===== config.mk =====
export PLATFORM = sky130hd
export DESIGN_NAME = alu_result_stage
export DESIGN_NICKNAME = d
export VERILOG_FILES = /design/src/rtl/alu_result_stage_pkg.sv /design/src/rtl/alu_result_stage_skid_buffer.sv /design/src/rtl/alu_result_stage.sv
export SDC_FILE = /design/constraint.sdc
export NUM_CORES = 1
export LEC_CHECK = 0
export ABC_AREA = 1
export CAP_MARGIN = 10
export CORE_ASPECT_RATIO = 1.1
export CORE_MARGIN = 2
export CORE_UTILIZATION = 40
export DETAILED_ROUTE_END_ITERATION = 12
export PLACE_DENSITY = 0.65
export SYNTH_ARGS = -nofsm -noshare
export SYNTH_HDL_FRONTEND = slang
export SYNTH_SLANG_ARGS = --single-unit
export TNS_END_PERCENT = 20

===== constraint.sdc =====
create_clock -name clk -period 2.6 [get_ports clk]
set_input_delay 0.26 -clock clk [delete_from_list [all_inputs] [get_ports clk]]
set_output_delay 0.26 -clock clk [all_outputs]
set_load 0.05 [all_outputs]

===== src/rtl/alu_result_stage_pkg.sv =====
// Shared definitions for the ALU result stage: payload field layout and
// the skid buffer occupancy states.
package alu_result_stage_pkg;

  // Payload bit positions. The result word sits above the four flag bits.
  localparam int PL_CO     = 0;
  localparam int PL_V      = 1;
  localparam int PL_N      = 2;
  localparam int PL_Z      = 3;
  localparam int PL_SC_LSB = 4;

  // Buffer occupancy: nothing held, main register held, main and skid held.
  typedef enum logic [1:0] {
    BUF_EMPTY = 2'd0,
    BUF_ONE   = 2'd1,
    BUF_FULL  = 2'd2
  } buf_state_e;

  // Payload width for a given result width: result word plus N, V, Co, Z.
  function automatic int payload_width(input int bits);
    return bits + 4;
  endfunction

endpackage


===== src/rtl/alu_result_stage_skid_buffer.sv =====
// Two-entry skid buffer with a registered in_ready.
//
//   state     | meaning
//   ----------+--------------------------------------------------
//   BUF_EMPTY | no data held, out_valid low
//   BUF_ONE   | main register holds the head entry
//   BUF_FULL  | main holds the head, skid holds the next entry
//
// in_ready comes from a flop, so out_ready never reaches in_ready
// combinationally. The skid entry absorbs the one word that can arrive
// while in_ready is still high from the previous cycle.
module skid_buffer
  import alu_result_stage_pkg::*;
#(
  parameter int DATA_W = 8
) (
  input  logic              clk,
  input  logic              rst_n,
  input  logic              in_valid,
  output logic              in_ready,
  input  logic [DATA_W-1:0] in_data,
  output logic              out_valid,
  input  logic              out_ready,
  output logic [DATA_W-1:0] out_data
);

  buf_state_e        state_q;
  buf_state_e        state_d;
  logic              in_ready_q;
  logic [DATA_W-1:0] main_q;
  logic [DATA_W-1:0] skid_q;
  logic              accept;
  logic              transfer;
  logic              load_main_in;
  logic              load_main_skid;
  logic              load_skid;

  assign accept    = in_valid & in_ready_q;
  assign out_valid = (state_q != BUF_EMPTY);
  assign transfer  = out_valid & out_ready;
  assign in_ready  = in_ready_q;
  assign out_data  = main_q;

  // Next occupancy and which register gets loaded from where.
  always_comb begin
    state_d        = state_q;
    load_main_in   = 1'b0;
    load_main_skid = 1'b0;
    load_skid      = 1'b0;
    case (state_q)
      BUF_EMPTY: begin
        if (accept) begin
          state_d      = BUF_ONE;
          load_main_in = 1'b1;
        end
      end
      BUF_ONE: begin
        if (accept && !transfer) begin
          state_d   = BUF_FULL;
          load_skid = 1'b1;
        end else if (transfer && !accept) begin
          state_d = BUF_EMPTY;
        end else if (transfer && accept) begin
          load_main_in = 1'b1;
        end
      end
      BUF_FULL: begin
        if (transfer) begin
          state_d        = BUF_ONE;
          load_main_skid = 1'b1;
        end
      end
      default: state_d = BUF_EMPTY;
    endcase
  end

  // Occupancy register; in_ready looks one state ahead so it is a flop.
  always_ff @(posedge clk or negedge rst_n) begin
    if (!rst_n) begin
      state_q    <= BUF_EMPTY;
      in_ready_q <= 1'b0;
    end else begin
      state_q    <= state_d;
      in_ready_q <= (state_d != BUF_FULL);
    end
  end

  // Data registers; cleared on reset so the output word reads zero.
  always_ff @(posedge clk or negedge rst_n) begin
    if (!rst_n) begin
      main_q <= '0;
      skid_q <= '0;
    end else begin
      if (load_main_in) begin
        main_q <= in_data;
      end else if (load_main_skid) begin
        main_q <= skid_q;
      end
      if (load_skid) begin
        skid_q <= in_data;
      end
    end
  end

endmodule


===== src/rtl/alu_result_stage.sv =====
// Registered output stage after the ALU: captures result and flags,
// derives Z at capture, buffers through a skid buffer, and keeps sticky
// overflow/carry flags plus a saturating accepted-result counter.
module alu_result_stage
  import alu_result_stage_pkg::*;
#(
  parameter int bits  = 4,
  parameter int CNT_W = 8
) (
  input  logic             clk,
  input  logic             rst_n,
  input  logic             in_valid,
  output logic             in_ready,
  input  logic [bits-1:0]  in_sc,
  input  logic             in_n,
  input  logic             in_v,
  input  logic             in_co,
  output logic             out_valid,
  input  logic             out_ready,
  output logic [bits-1:0]  out_sc,
  output logic             out_n,
  output logic             out_v,
  output logic             out_co,
  output logic             out_z,
  output logic             sticky_v,
  output logic             sticky_co,
  input  logic             clr_sticky,
  output logic [CNT_W-1:0] acc_count
);

  localparam int PL_W = payload_width(bits);
  localparam logic [CNT_W-1:0] CNT_MAX = {CNT_W{1'b1}};

  logic [PL_W-1:0] in_payload;
  logic [PL_W-1:0] out_payload;
  logic            accept;

  assign in_payload = {in_sc, (in_sc == '0), in_n, in_v, in_co};
  assign accept     = in_valid & in_ready;

  skid_buffer #(
    .DATA_W(PL_W)
  ) u_skid (
    .clk      (clk),
    .rst_n    (rst_n),
    .in_valid (in_valid),
    .in_ready (in_ready),
    .in_data  (in_payload),
    .out_valid(out_valid),
    .out_ready(out_ready),
    .out_data (out_payload)
  );

  assign out_sc = out_payload[PL_SC_LSB +: bits];
  assign out_z  = out_payload[PL_Z];
  assign out_n  = out_payload[PL_N];
  assign out_v  = out_payload[PL_V];
  assign out_co = out_payload[PL_CO];

  // Sticky flags: a set from an accepted result beats a same-cycle clear.
  always_ff @(posedge clk or negedge rst_n) begin
    if (!rst_n) begin
      sticky_v  <= 1'b0;
      sticky_co <= 1'b0;
    end else begin
      sticky_v  <= (sticky_v  & ~clr_sticky) | (accept & in_v);
      sticky_co <= (sticky_co & ~clr_sticky) | (accept & in_co);
    end
  end

  // Accepted-result counter, holds at all-ones instead of wrapping.
  always_ff @(posedge clk or negedge rst_n) begin
    if (!rst_n) begin
      acc_count <= '0;
    end else if (accept && (acc_count != CNT_MAX)) begin
      acc_count <= acc_count + CNT_W'(1);
    end
  end

endmodule


==> results.txt, run 1 <==
The run gives 2964 um as the total wire length after detailed routing. The tools report the sum of overflow across all layers after global routing as 0. Counting every instance in the synthesized netlist gives 163. The logs give 725.7 um2 for the register area and 0 for the number of nets still failing antenna checks after routing.

When the netlist entered floorplanning its net count stood at 176. The tools report the number of pins exceeding their max-slew limit in the final report as 0. From synthesis to final layout, the design area changed by 29.16%. In this run switching power makes up 45.54% of total power. The total of flip-flops plus latches after synthesis is 29. After the last flow step, the layout net total stands at 212. The floorplan die width is 62.34 um, and the post-placement setup slack is 825.3 ps.

The count of buffering cells on the critical path with inverters included came out at 1. The post-synth design cell area was 1498 um2; the DRC violation total after the first TritonRoute iteration was 55. The floorplan step defined a core boundary enclosing 3626 um2. The post-detailed-route wirelength per cell is 11.90 um. The tools report the clock root buffer master as clkbuf_8.

For the number of antenna violations at the first check in global routing, the log shows 0. The top cell family by delay on the critical path was buffers and inverters. Number of vias per cell: 4.727. The insertion delay to the later sink of the worst-skew pair is 280 ps.

For the power spent charging and discharging nets, the log shows 1.024 mW. In the layout the commonest cells are nand2_1 (46), clkdlybuf4s50_1 (31), dfrtp_1 (29), inv_1 (22), nand3_1 (11). The share of layout cells above drive strength 1 is 19.10%, and the final setup slack of the worst path is 608.5 ps.

The final critical path takes up 76.60% of the cycle. Cells fill 53.35% of the core in the end. The flow ran to the end, and the final reports show no timing, DRC or antenna violations.

After synthesis, the share of cell area in mux cells is 0%. The number of buffers inserted by hold repair at cts is 0. The vertical extent of the die works out to 68.18 um.

Derived from the worst setup path, the maximum achievable clock frequency is 502.1 MHz. Entering global routing, the biggest net connects 30 pins. The multi-input gate area in the final layout was 646.9 um2. The total vias in the final route was 1,177.

The startpoint identified for the worst register-to-register timing path is u_skid.state_q[1]$_DFF_PN0_. Synthesis instantiated 28 different standard cells from the library. The xor-xnor portion of the synthesized cell area works out to 1.754%. The worst hold path belongs to the class input port to asynchronous set/reset pin.

The post-layout minimum cycle time is 1992 ps. The logs give 48.45% for the share of the yosys chip area belonging to registers and 0 for the total of endpoints with negative setup slack in the final report. The combinational family with the most area after synthesis is simple AND/OR/NAND/NOR gates.

Adding up every negative setup slack in the final design gives 0 ps. The peak supply drop is 0.5955 mV, and the largest stage delay on the critical path is 700 ps. The tools report the initial cell density of the core as 41.30%. After clock tree synthesis, the clock-pin slew on the worst setup and hold paths is 60 ps. The tools report the via count of the first global-routing pass as 1,111. The run gives 0 as the number of diodes added for antenna fixing. For this design, the slowest cell found on the critical path is clkdlybuf4s50_1. For the pin with the worst max-slew slack, the measured transition is 502.6 ps. The count of warnings emitted by yosys was 0.

Routability-driven placement finished with a final weighted congestion of 0.7871. The critical path in this run is classified as flip-flop to primary output. The number of setup buffers added after CTS is 0. The tools report the half-perimeter wire length of the detailed placement result as 2127 um. Summed over all cells, the static leakage comes to 0.9298 nW. STA classifies the critical path endpoint as a primary output.

In this run, placement finished with an instance count of 242. The critical path starts at u_skid.state_q[1]$_DFF_PN0_. Setup repair after global routing left no endpoint under its margin. The synthesized netlist devotes 0.8354% of its cell area to adder and majority cells. The tools report the clock network power share as 16.4%. The count of buffers added on input and output ports is 31. Arrival time of data at the critical path endpoint: 1730 ps. In this run the power density over the cells is 1162 nW/um2. The synthesized-area fraction occupied by ao, oa, aoi and oai cells is 12.03%, and the number of clock sinks is 29. Global routing consumed, over all layers together, 15.85% of the routing resources. The worst hold slack was 362.7 ps; the share of total power in combinational logic was 49.1%. For the final instance count without filler cells, the log shows 249. The clock arrives with 3.563 ps of skew. The run gives 34.5% as the sequential share of power.

The worst-case headroom to the max-slew limit was 66.39%; the largest fanout of any net on the critical path was 5. The run gives 364 as the total of fill cells in the finished design. TritonCTS built the clock tree. For the number of cells upsized or downsized after cts, the log shows 0. The die covers 4250 um2. The H-tree generated during clock tree synthesis spans 2 levels. The tools report the endpoint required time on the critical path as 2340 ps.

The commonest non-fill, non-tap cell in the layout is nand2_1. The count of max-cap constraint violations is 0, and the mean area per synthesized cell is 9.188 um2. The critical path goes through or2_2, clkdlybuf4s50_1. The tools report the total internal power as 1.225 mW. The post-synthesis simple-gate area fraction was 28.57%; the number of buffers created by CTS was 5. The wire length of the first global-routing pass was 5071 um; the number of placement rows was 23. The count of TritonRoute iterations in the first routing pass was 4. The worst-case clock buffer depth was 2. The number of endpoints with negative hold slack in the final report was 0; the number of primary I/O pins was 32. For this run, design rule violations remaining after detail routing come to 0.

The tools report the kind of start point of the critical path as a flip-flop.
==> sequential cells by signal, summed over array words and instances, names as in the netlist <==
| signal | flops |
|---|---|
| u_skid.state_q | 2 |
| u_skid.skid_q | 8 |
| u_skid.out_data | 8 |
| sticky_v | 1 |
| sticky_co | 1 |
| u_skid.in_ready | 1 |
| acc_count | 8 |
==> routing by layer <==
| layer | vias up | global-route usage, % | part of all wire [%] |
|---|---|---|---|
| li1 | 587 | - | - |
| met1 | 560 | 18.88 | 45 |
| met2 | 27 | 26.49 | 50 |
| met3 | 3 | 5.099 | 4.2 |
| met4 | 0 | 7.778 | 1.2 |
| met5 | - | 0 | 0 |
==> power by group through the flow <==
stage / clock network, mW / registers (mW) / logic [mW]
after floorplan: 0 / 1.12 / 0.446
after global placement: 0 / 0.775 / 1.09
after detailed placement: 0 / 0.778 / 1.11
after CTS: 0.386 / 0.774 / 1.11
after global routing: 0.406 / 0.799 / 1.18
final: 0.370 / 0.775 / 1.10
==> worst paths after layout <==
| kind | to | slack [ps] | cells past startpoint |
|---|---|---|---|
| worst min register to register | u_skid.skid_q[5]$_DFFE_PN0P_ | 480 | 2 |
| max in group asynchronous | sticky_co$_DFF_PN0_ | 1960 | 2 |
| worst max-delay path | out_valid | 610 | 2 |
| min in group clk | u_skid.skid_q[5]$_DFFE_PN0P_ | 480 | 2 |
| worst max register to register | u_skid.out_data[1]$_DFFE_PN0P_ | 1120 | 4 |
| worst min-delay path | acc_count[0]$_DFFE_PN0P_ | 360 | 2 |
==> cells by family (layout without fill, tap and decap cells) <==
group	Yosys count	in the layout
XOR/XNOR	3	3
buffers and inverters	27	63
AO/OA/AOI/OAI	20	20
flip-flops	29	29
AND/OR/NAND/NOR	83	83
adder cells (fa/ha/maj)	1	1
==> cell type report <==
class | instances | area share (%)
clock buffer | 7 | 4.463
tap | 50 | 3.234
inverter | 24 | 4.916
sequential | 29 | 37.52
multi-input combinational | 107 | 33.44
timing repair buffer | 32 | 16.43
==> per-stage QoR <==
stage / instance area, um2 / total power, mW
after floorplan: 1498 / 1.563
after global placement: 1848 / 1.870
after detailed placement: 1848 / 1.889
after CTS: 1934 / 2.274
after global routing: 1934 / 2.388
final: 1934 / 2.249
==> worst reg2reg max path, delay by kind of cell, from the launching register on <==
family                 cells  cell delay (ps)
AO/OA/AOI/OAI              1               80
buffers and inverters      1              360
flip-flops                 1              450
AND/OR/NAND/NOR            2              510
==> cell usage after synthesis <==
library cell  instances  area share, %
nand2_2               3            1.3
xnor2_1               1           0.58
nor3_1                1           0.33
or2_2                 1           0.42
nand2_8               1            1.3
o211ai_1              1           0.50
xor2_1                2            1.2
o21ai_2               7            4.1
nand2_4               3            2.3
o21ai_1               1           0.33
inv_6                 1           0.58
o21ai_0               1           0.33
ha_1                  1           0.84
nand4_1               2           0.84
a21oi_1               1           0.33
buf_4                 1           0.50
buf_6                 2            1.5
nor2_1                8            2.0
o22ai_1               2           0.84
nand2_1              46             12
o211ai_2              6            5.0
inv_2                 1           0.25
nand3_1              11            3.7
inv_1                22            5.5
nor2_4                3            2.3
a21oi_2               1           0.58
dfrtp_1              29             48
nand3_2               4            2.7
No activity file was read; power rests on OpenSTA's default activity.
==> inputs of run 2 (changes only) <==
- clock period: 2.6 -> 2.05 ns (I/O delays scaled with it)
==> results.txt, run 2 (synthesis gave the netlist of run 1 again) <==
The number of I/O port buffers is 31 (unchanged). Highest-count cells in the layout ignoring fill and taps: nand2_1 (46), clkdlybuf4s50_1 (31), dfrtp_1 (29), inv_1 (22), nand3_1 (11) (unchanged). The clock-pin slew on the worst setup and hold paths works out to 60 ps (about the same). The number of buffers inserted to repair setup after CTS is 0 (unchanged). The total wire length after detailed routing is 2904 um (was 2964 um). The post-detailed-route wirelength per cell is 11.57 um (was 11.90 um). The areal power density over the cells came out at 1459 nW/um2 (was 1162 nW/um2). Share of layout cells above drive strength 1: 18.91% (was 19.10%).

The class of the tightest hold or removal check is input port to asynchronous set/reset pin (unchanged). The number of diodes added for antenna fixing is 0 (unchanged). The logs give 0 (unchanged) for the total of endpoints with negative setup slack in the final report and 351 (was 364) for the total of fill cells in the finished design.

List of cells traversed by the critical path: or2_2, clkdlybuf4s50_1 (unchanged). The logs give 0.9292 nW (was 0.9298 nW) for the cell leakage power and 16.82% (was 18.88%) for the met1 routing resource usage after global routing. The tools report the placeable core region as 3626 um2 (unchanged). The vertical extent of the die is 68.18 um (unchanged), and the floorplan die width is 62.34 um (unchanged). The run gives 0 (unchanged) as the sum of overflow across all layers after global routing. Area overhead of the layout relative to synthesis: 29.24% (was 29.16%). The placed standard-cell area was 1856 um2 (was 1848 um2). For the number of primary I/O pins, the log shows 32 (unchanged). The commonest non-fill, non-tap cell in the layout is nand2_1 (unchanged). The number of nets still failing antenna checks after routing is 0 (unchanged). The critical path start-end classification is flip-flop to primary output (unchanged). The actual transition at the worst max-transition pin is 498.9 ps (was 502.6 ps).

The number of buffers inserted by hold repair at cts was 0 (unchanged). The run gives 0 (unchanged) as the number of antenna violations at the first check in global routing. The tools report the DRC violation total after the first TritonRoute iteration as 65 (was 55).

The post-layout minimum cycle time was 1908 ps. The run gives 2 (unchanged) as the maximum level of the CTS H-tree. The top cell family by delay on the critical path is buffers and inverters (unchanged). The largest stage delay on the critical path came out at 700 ps (about the same).

The run gives 4250 um2 (unchanged) as the floorplan die area. The flow ran to the end, and the final reports show no timing, DRC or antenna violations. For the endpoint required time on the critical path, the log shows 1850 ps (was 2340 ps). Number of remaining DRC errors: 0 (unchanged). The tools report the insertion delay to the later sink of the worst-skew pair as 270 ps (was 280 ps).

The tools report the endpoint class of the critical path as a primary output (unchanged). The worst-path cell with the longest stage delay is clkdlybuf4s50_1 (unchanged). Setup repair after global routing left no endpoint under its margin. The largest fanout of any net on the critical path is 5 (unchanged). The total vias in the final route was 1,178 (was 1,177).

The count of buffering cells on the critical path with inverters included is 1 (unchanged). The clock root buffer master is clkbuf_8 (unchanged). The count of max-cap constraint violations came out at 0 (unchanged). The kind of start point of the critical path was a flip-flop (unchanged). The tools report the number of nets in the layout as 213 (was 212).

The tools report the number of pins exceeding their max-slew limit in the final report as 0 (unchanged). The number of clock sinks was 29 (unchanged); the number of endpoints with negative hold slack in the final report was 0 (unchanged). The peak supply drop was 0.7278 mV (was 0.5955 mV); the number of buffers created by CTS was 5 (unchanged).

The final weighted congestion in routability-driven placement was 0.7977 (was 0.7871); the number of vias per cell was 4.693 (was 4.727). The final worst-path cycle share is 93.09%, and the worst-case clock buffer depth is 2 (unchanged). The number of placement rows came out at 23 (unchanged). The number of cells upsized or downsized after cts was 0 (unchanged); the largest clock skew in the final design was 4.518 ps (was 3.563 ps).

The wire length of the first global-routing pass was 4954 um (was 5071 um). For the overall global routing resource usage, the log shows 15.18% (was 15.85%). TritonCTS built the clock tree. The largest net degree at the start of global routing was 30 (unchanged); the worst-case headroom to the max-slew limit was 66.64% (was 66.39%).

The tools report the final-layout setup total negative slack as 0 ps (unchanged). The count of TritonRoute iterations in the first routing pass was 4 (unchanged); the met3 usage in global routing was 4.934% (was 5.099%). The most crowded layer after global routing is met2 (unchanged).

Derived from the worst setup path, the maximum achievable clock frequency is 524.0 MHz. The initial cell density of the core is 41.30% (unchanged), and the arrival time of data at the critical path endpoint is 1700 ps (was 1730 ps). The half-perimeter wire length of the detailed placement result came out at 2142 um (was 2127 um). The cell area after layout came out at 1936 um2 (was 1934 um2).

The met2 global-route usage was 27.72% (was 26.49%). The via count of the first global-routing pass is 1,166 (was 1,111).
==> run 2: cell types whose count changed in the layout (fill, tap and decap cells not counted) <==
cell / change
buf_4: +1
clkbuf_1: +2
clkbuf_8: -1
==> run 2: layout make-up <==
cell class / instances / area (um2) / area share, %
Clock buffer: 8 / 80.08 / 4.137
Inverter: 24 / 95.09 / 4.913
Tap cell: 50 / 62.56 / 3.232
Multi-Input combinational cell: 107 / 646.9 / 33.42
Sequential cell: 29 / 725.7 / 37.49
Timing Repair Buffer: 33 / 325.3 / 16.81
==> run 2: stage by stage <==
stage                     instances  power, mW  hold slack, ps  setup slack [ps]  utilization (%)
after global placement          243      2.369           464.7             436.3            51.17
after global routing            251      3.014           347.4             94.38            53.38
after detailed placement        243      2.406           471.8             431.5            51.17
final                           251      2.823           310.1             141.7            53.38
after CTS                       251      2.857           322.0             127.9            53.38
after floorplan                 163      1.982          -90.59             468.2                -
==> run 2: routing by layer <==
layer | routed length, um | vias up
li1 | - | 593
met3 | 129 | 4
met5 | 0 | -
met4 | 28 | 0
met2 | 1492 | 28
met1 | 1254 | 553
==> run 2: path summary, 6_finish.rpt <==
check / start / end / slack [ps] / cells past startpoint
setup reg to reg: acc_count[0]$_DFFE_PN0P_ / acc_count[4]$_DFFE_PN0P_ / 750 / 8
max in group asynchronous: rst_n / u_skid.skid_q[1]$_DFFE_PN0P_ / 1460 / 2
hold / removal: rst_n / acc_count[2]$_DFFE_PN0P_ / 310 / 2
setup / recovery: u_skid.state_q[1]$_DFF_PN0_ / out_valid / 140 / 2
min in group clk: u_skid.skid_q[1]$_DFFE_PN0P_ / u_skid.skid_q[1]$_DFFE_PN0P_ / 480 / 2
hold reg to reg: u_skid.skid_q[1]$_DFFE_PN0P_ / u_skid.skid_q[1]$_DFFE_PN0P_ / 480 / 2
==> run 2: power breakdown <==
part | switching [mW] | internal [mW] | leakage, nW | total [mW]
combinational | 0.916 | 0.491 | 0.527 | 1.41
sequential | 0.179 | 0.800 | 0.362 | 0.978
clock | 0.198 | 0.240 | 0.0395 | 0.438
total | 1.29 | 1.53 | 0.929 | 2.82
